### config.mk
export PLATFORM = sky130hd
export DESIGN_NAME = place_bcd2bin
export DESIGN_NICKNAME = d
export VERILOG_FILES = /design/src/rtl/place_bcd2bin.sv
export SDC_FILE = /design/constraint.sdc
export NUM_CORES = 1
export LEC_CHECK = 0
export ABC_AREA = 0
export CAP_MARGIN = 10
export CORE_MARGIN = 3
export CORE_UTILIZATION = 51
export CTS_CLUSTER_SIZE = 10
export DETAILED_ROUTE_END_ITERATION = 8
export PLACE_DENSITY = 0.77
export SLEW_MARGIN = 20
export SYNTH_ARGS = -nofsm -noshare
export SYNTH_HDL_FRONTEND = slang
export SYNTH_SLANG_ARGS = --single-unit
### constraint.sdc
create_clock -name clk -period 3.4 [get_ports clk]
set_clock_uncertainty 0.15 [all_clocks]
set_input_delay 1.02 -clock clk [delete_from_list [all_inputs] [get_ports clk]]
set_output_delay 1.02 -clock clk [all_outputs]
set_load 0.01 [all_outputs]
### src/rtl/place_bcd2bin.sv
// Serial two-digit BCD to binary converter (reverse double-dabble, one bit per clock).
// Latency: 8 clocks from the accepting edge for valid digits, 1 clock for an invalid digit.
// Backpressure: start is ignored while busy=1 (not queued); a start in the DONE cycle is accepted.
//
// Ports:
//   clk, rst          rising-edge clock, synchronous active-high reset
//   start, ten, one   conversion request and its two BCD digits (captured only at acceptance)
//   busy              conversion in progress
//   done              one-cycle pulse when place_bin/err are updated
//   err               last accepted request had a digit greater than 9
//   place_bin         binary result 0..99
module place_bcd2bin (
    input  logic       clk,
    input  logic       rst,
    input  logic       start,
    input  logic [3:0] ten,
    input  logic [3:0] one,
    output logic       busy,
    output logic       done,
    output logic       err,
    output logic [7:0] place_bin
);

    typedef enum logic [1:0] {
        IDLE  = 2'd0,
        SHIFT = 2'd1,
        DONE  = 2'd2
    } state_t;

    state_t      state;
    logic [15:0] sr;        // {bcd tens, bcd ones, binary accumulator}
    logic [15:0] sr_next;
    logic [2:0]  cnt;
    logic        bad_digit;

    assign bad_digit = (ten > 4'd9) || (one > 4'd9);

    // One reverse double-dabble step: shift right, then pull 3 back out of any
    // BCD nibble that reached 8 (undoes the half-borrow of 10 into 16).
    // On the last step both nibbles are already zero, so no special case.
    always_comb begin
        sr_next = {1'b0, sr[15:1]};
        if (sr_next[15:12] >= 4'd8) begin
            sr_next[15:12] = sr_next[15:12] - 4'd3;
        end
        if (sr_next[11:8] >= 4'd8) begin
            sr_next[11:8] = sr_next[11:8] - 4'd3;
        end
    end

    always_ff @(posedge clk) begin
        if (rst) begin
            state     <= IDLE;
            sr        <= 16'h0000;
            cnt       <= 3'd0;
            busy      <= 1'b0;
            done      <= 1'b0;
            err       <= 1'b0;
            place_bin <= 8'h00;
        end else begin
            done <= 1'b0;
            case (state)
                // DONE behaves exactly like IDLE for a new request, which is
                // what gives back-to-back conversions every 9 clocks.
                IDLE, DONE: begin
                    state <= IDLE;
                    busy  <= 1'b0;
                    if (start) begin
                        if (bad_digit) begin
                            err       <= 1'b1;
                            place_bin <= 8'h00;
                            done      <= 1'b1;
                        end else begin
                            sr    <= {ten, one, 8'h00};
                            cnt   <= 3'd0;
                            err   <= 1'b0;
                            busy  <= 1'b1;
                            state <= SHIFT;
                        end
                    end
                end
                SHIFT: begin
                    sr  <= sr_next;
                    cnt <= cnt + 3'd1;
                    if (cnt == 3'd7) begin
                        place_bin <= sr_next[7:0];
                        done      <= 1'b1;
                        busy      <= 1'b0;
                        state     <= DONE;
                    end
                end
                default: begin
                    state <= IDLE;
                    busy  <= 1'b0;
                end
            endcase
        end
    end

endmodule

==> summary.txt, run 1 <==
Run status
  • Status: finished, final reports clean

Pwr
  • Leak: 0.000603 uW
  • Total power: 695 uW
  • Maximum vdd drop: 0.377 mV
  • Pwr dens: 444 nW/um^2

Job
  • Max-cap check violation count: 0

Floorplan
  • Initial Utilization: roughly 56%
  • DIE WIDTH: 56.9 um
  • Core area: 2340 sq um
  • Core Rows: 17
  • DIE AREA: 3240 sq um
  • Die H: 56.9 um
  • IO Count: 22

Clocking
  • Worst skew pair latency: 330 ps
  • Cts hold-fix bufs: 0
  • PostCTS Resize Cnt: 0
  • Clk sink count: 31
  • H-tree depth: 2
  • CTS tree: built
  • Worst-case clock buffer depth: 2
  • Num CTS Buffers: 5
  • Reg clk slew, reported paths: approximately 90 ps
  • Clock Tree Root: clkbuf_4
  • Post-CTS setup buffers: 0

GRT
  • Largest net degree at the start of global routing: 21
  • Antenna violations before repair: 0
  • Total GRT Usage: between 10% and 20%
  • First-pass GRT wire length: around 4500 um
  • Total gr overflow: 0
  • Vias in the first global route: 983

Yosys
  • Share of Yosys cell area claimed by the top area cell type: a little under half
  • Synth top area cells: dfxtp_1 (47%), nand2_1 (6.3%), a22o_1 (5.3%)
  • Yosys reg bits: 31
  • Syn Area/Cell: 9.64 sq um
  • Count leader, synth: dfxtp_1
  • Cell variety after synth: 31
  • Sequential area share after synthesis: 47.0%
  • Ys async rst share: 0%
  • Most frequent cells after synthesis: dfxtp_1 (31), nand2_1 (22), nor2_1 (12), a21oi_1 (10), a22o_1 (8)
  • Synth Cell Area: around 1300 sq um
  • Synthesized instance count: 137
  • Ys flop type: dfxtp_1
  • Yosys Warn Count: 0
  • Leading area contributor after synthesis: dfxtp_1
  • Post-synth EDFFs: 0
  • Post-synthesis net count: 152

Critical path
  • Crit Path Max Fanout: 9
  • CP Class: in2reg
  • CP Capture Type: flip-flop
  • WP data arrival: 2560 ps
  • Reg2reg path depth: 5
  • CP Data Required Time: 3460 ps
  • CP startpoint kind: input pin

Finish
  • Synth-to-Final Area Change: 18.5%
  • Fin nets: about 170
  • # diodes: 0
  • Fillers: 196
  • Layout cell share with drive strength beyond 1: between 10 and 15%

STA
  • Fmax: 400 MHz
  • Worst Tran Pin Value: 654 ps
  • Rel. slew slack: a little under three fifths
  • RSZ-0062 raised after global routing: false
  • Total negative slack: 0 ps
  • Final count of pins violating max slew: 0
  • Final Hold Fails: 0
  • Final setup violation count: 0
  • Tcrit/Tclk final: 73.6%
  • Final min period: 2500 ps

Route
  • Vias per cell: 5.69
  • 1st-iter DRT viols: 26
  • WL/cell: 14.3 um
  • ANT nets after route: 0
  • Drt total wl: 2650 um
  • Pre-Repair DR Iteration Count: 4
  • DRC: 0
  • Total vias in the final route: approximately 1100

Min path
  • Hold crit path type: reg2reg
  • Hold depth: 2

Place
  • Port Buf Inserts: 21
  • Global placement routability congestion: 0.786
  • Post-DP HPWL: 1760 um
## metal layers
| layer | wire length (um) | GRT usage (%) |
|---|---|---|
| met5 | 0 | 0 |
| met4 | 60 | 9.27 |
| met3 | 188 | 8.05 |
| met2 | 1130 | 25.8 |
| met1 | 1280 | 23.7 |
## cell type report
class	count	area, sq um	share of cell area, %
Tap cell	28	35.0	2.24
Timing Repair Buffer	23	225	14.4
Sequential cell	31	621	39.6
Clock inverter	1	5.00	0.320
Clock buffer	6	51.3	3.28
Inverter	2	7.51	0.480
Multi-Input combinational cell	94	621	39.6
## report_power, final
part           total [uW]  switching, uW  internal, uW
combinational        88.8           47.4          41.3
clock                 219            123          95.7
sequential            387           10.9           376
## cell usage in the layout (no fill, tap or decap), types with 2 or more instances in the layout
master            n
a22o_1            8
nand2_1          22
a22oi_1           2
nand2b_1          2
dfxtp_1          31
o21ai_1           2
a2bb2oi_1         5
nor2b_4           2
xnor2_1           2
a21oi_1          10
clkdlybuf4s50_1  21
nor2_1           12
clkbuf_4          5
ha_1              4
inv_1             2
a311oi_1          4
buf_4             2
nand3_1           7
## critical path, stage by stage
cell and delay (ps):
clkdlybuf4s50_1 450, nor2b_4 220, and3_1 400, buf_4 230
a2bb2oi_1 180, nor2_1 50
## cells by family (layout without fill, tap and decap cells)
group	Yosys count	count (layout)	share of synthesized area [%]
buffers and inverters	12	32	6.06
adders and majority gates	4	4	3.79
muxes	1	1	0.758
xor gates and xnor gates	2	2	1.33
AOI/OAI and AO/OA	37	37	22.7
and+or+nand+nor	50	50	18.4
DFF	31	31	47.0
## sequential cells by signal, indices dropped and copies added (netlist names)
register	flops
sr	15
place_bin	8
cnt	3
state	2
busy	1
done	1
err	1
## worst paths after layout
path | from | endpoint | slack [ps]
worst max-delay path | start | sr[4] | 900
worst min-delay path | sr[1] | sr[1] | 320
worst max register to register | state[0] | sr[4] | 1710
worst min register to register | sr[1] | sr[1] | 320
## through the flow
| stage | hold slack [ps] | utilization (%) | instances | cell area (sq um) | worst slack (ps) |
|---|---|---|---|---|---|
| detailed placement | 310 | 64.5 | 178 | 1510 | 582 |
| finish | 319 | 66.9 | 185 | 1570 | 899 |
| global route | 350 | 66.9 | 185 | 1570 | 818 |
| CTS | 322 | 66.9 | 185 | 1570 | 942 |
| floorplan | 294 | - | 137 | 1320 | 1280 |
| global placement | 305 | 64.5 | 178 | 1510 | 623 |
Note: power is estimated with default switching activity, not from simulation.
==> run 2, diff against run 1 <==
==> constraint.sdc (replaced) <==
create_clock -name clk -period 2.6 [get_ports clk]
set_clock_uncertainty 0.15 [all_clocks]
set_input_delay 0.78 -clock clk [delete_from_list [all_inputs] [get_ports clk]]
set_output_delay 0.78 -clock clk [all_outputs]
set_load 0.01 [all_outputs]
==> run 2 against run 1 <==
Net effect:
- worst setup slack worse by 470 ps
- largest cell class unchanged
- sequential power grew 31%
- register-to-register slack worse by 800 ps
- critical path type is now reg2out
- flip-flop and latch count did not move
- design area grew 3.4%
- count of clock-buffer cells in the layout did not move
==> summary.txt, run 2 (synthesis results as in run 1) <==
Clocking
  • H-tree depth: 2 (unchanged)
  • Num CTS Buffers: 5 (unchanged)
  • CTS tree: built
  • Clk sink count: 31 (unchanged)
  • PostCTS Resize Cnt: 0 (unchanged)
  • Clock Tree Root: clkbuf_4
  • Cts hold-fix bufs: 0 (unchanged)
  • Worst-case clock buffer depth: 2 (unchanged)
  • Post-CTS setup buffers: 0 (unchanged)
  • Reg clk slew, reported paths: 90 ps (about the same)
  • Worst skew pair latency: 340 ps (about the same)

Critical path
  • Reg2reg path depth: 4 (-1)
  • Worst reg2reg startpoint: state[0]
  • Cell family with most CP delay: buffers and inverters
  • WP data arrival: 1240 ps (-1320 ps)
  • CP Data Required Time: 1670 ps (-1790 ps)
  • R2R setup slack: 910 ps (-800 ps)
  • Slowest-stage cell, CP: clkdlybuf4s50_1
  • Worst r2r dst: place_bin[3]
  • Critical Path Sink: place_bin[3]
  • Crit Path Max Fanout: 2 (-7)
  • Buffers & Inverters on Critical Path: 1 (-1)
  • Cell count along the critical path: 1 (-5)
  • CP startpoint kind: flip-flop
  • Worst-path cell chain: clkdlybuf4s50_1
  • CP Capture Type: primary output
  • CP Class: reg2out
  • Critical path origin: place_bin[3]
  • Max stage delay on crit path: 540 ps (+90 ps)

GRT
  • First-pass GRT wire length: 4830 um (+7.9%)
  • Total GRT Usage: 19.3% (+0.94 points)
  • Antenna violations before repair: 0 (unchanged)
  • Total gr overflow: 0 (unchanged)
  • Largest net degree at the start of global routing: 21 (unchanged)
  • Vias in the first global route: 1055 (+7.3%)

Pwr
  • Leak: 0.000632 uW (+4.7%)
  • Clock Power Share: 38.9% (+7.4 points)
  • Switching power: 251 uW (+38%)
  • Internal power: 777 uW (+51%)
  • Sequential share of power: 49.2% (-6.5 points)
  • Maximum vdd drop: 0.450 mV (+19%)
  • Pwr dens: 635 nW/um^2 (+43%)
  • Sw frac: 24.4% (-1.7 points)
  • Combinational cell fraction of total power: 11.8% (-1.0 points)

Floorplan
  • DIE AREA: 3240 sq um (unchanged)
  • DIE WIDTH: 56.9 um (unchanged)
  • Die H: 56.9 um (unchanged)
  • Core Rows: 17 (unchanged)
  • Initial Utilization: 56.5% (unchanged)
  • Core area: 2340 sq um (unchanged)
  • IO Count: 22 (unchanged)

STA
  • Final count of pins violating max slew: 0 (unchanged)
  • Final Hold Fails: 0 (unchanged)
  • Rel. slew slack: 54.3% (-2.1 points)
  • Final setup violation count: 0 (unchanged)
  • Tcrit/Tclk final: between 80% and 90%
  • RSZ-0062 raised after global routing: false
  • Final min period: roughly 2200 ps
  • Fmax: around 460 MHz
  • Worst hold slack: 328 ps (+8.88 ps)
  • Total negative slack: 0 ps (unchanged)
  • Worst Tran Pin Value: 686 ps (+31.6 ps)

Finish
  • Most common cell after layout, fill and taps aside: dfxtp_1
  • Synth-to-Final Area Change: 22.4%
  • Final non-filler cell total: 189 (+2.2%)
  • Max reg flops: 15 (unchanged)
  • # diodes: 0 (unchanged)
  • Fillers: 196 (unchanged)
  • Largest reg by FF count: sr
  • Fin nets: 175 (+1.7%)
  • Most frequent cells in the layout: dfxtp_1 (31), nand2_1 (22), clkdlybuf4s50_1 (21)
  • Layout cell share with drive strength beyond 1: 12.4% (+2.2 points)
  • Largest registers: sr (15), place_bin (8), cnt (3)

Place
  • Post-DP HPWL: 1880 um (+6.9%)
  • Port Buf Inserts: 21 (unchanged)
  • Global placement routability congestion: 0.779 (-0.90%)
  • Placed cells: 181 (+1.7%)

Min path
  • Hold depth: 2 (unchanged)
  • Hold crit path type: reg2reg

Route
  • WL/cell: 15.1 um (+5.1%)
  • Drt total wl: 2850 um (+7.3%)
  • DRC: 0 (unchanged)
  • Total vias in the final route: 1077 (+2.3%)
  • Vias per cell: 5.70 (+0.11%)
  • ANT nets after route: 0 (unchanged)
  • Pre-Repair DR Iteration Count: 5 (+1)
  • 1st-iter DRT viols: 34 (+31%)

Job
  • Max-cap check violation count: 0 (unchanged)

Run status
  • Status: finished, final reports clean
run 2: cell types whose count changed in the layout (fill, tap and decap cells not counted):
| cell | previous run | this run |
|---|---|---|
| bufinv_16 | 0 | 1 |
| buf_4 | 2 | 5 |
run 2: per-layer routing:
metal	track usage [%]	up-vias	part of all wire (%)
met5	0	-	0
met4	9.27	0	2.0
met3	7.13	5	5.9
met2	30.2	33	48
met1	23.2	508	44
li1	-	531	-
run 2: final cells by class:
| class | instances | area (sq um) | share of cell area [%] |
|---|---|---|---|
| inverters | 2 | 7.51 | 0.464 |
| flip-flops and latches | 31 | 621 | 38.4 |
| multi-input cells | 94 | 621 | 38.4 |
| repair buffers | 26 | 248 | 15.3 |
| clock inverters | 2 | 35.0 | 2.17 |
| well taps | 28 | 35.0 | 2.17 |
| clock buffers | 6 | 51.3 | 3.17 |
run 2: stage by stage:
stage                     setup slack (ps)  area, sq um  utilization [%]  power (uW)
after floorplan                        717         1320                -         602
after global placement                 183         1530             65.5         633
after detailed placement               160         1530             65.5         637
after CTS                              403         1620             69.1        1040
after global routing                   370         1620             69.1        1070
final                                  431         1620             69.1        1030
run 2: worst min path at each step:
stage	start	end	slack (ps)
floorplan	sr[1]	sr[1]	290
global placement	cnt[1]	cnt[1]	300
detailed placement	place_bin[2]	place_bin[2]	310
CTS	sr[1]	sr[1]	330
global route	place_bin[5]	place_bin[5]	360
finish	sr[1]	sr[1]	330
run 2: power by group through the flow:
stage / registers [uW] / clock network (uW) / logic [uW]
2_1_floorplan: 515 / 0 / 86.3
3_3_place_gp: 516 / 0 / 117
3_5_place_dp: 517 / 0 / 121
4_1_cts: 506 / 410 / 123
5_1_grt: 509 / 429 / 133
6_report: 506 / 400 / 122
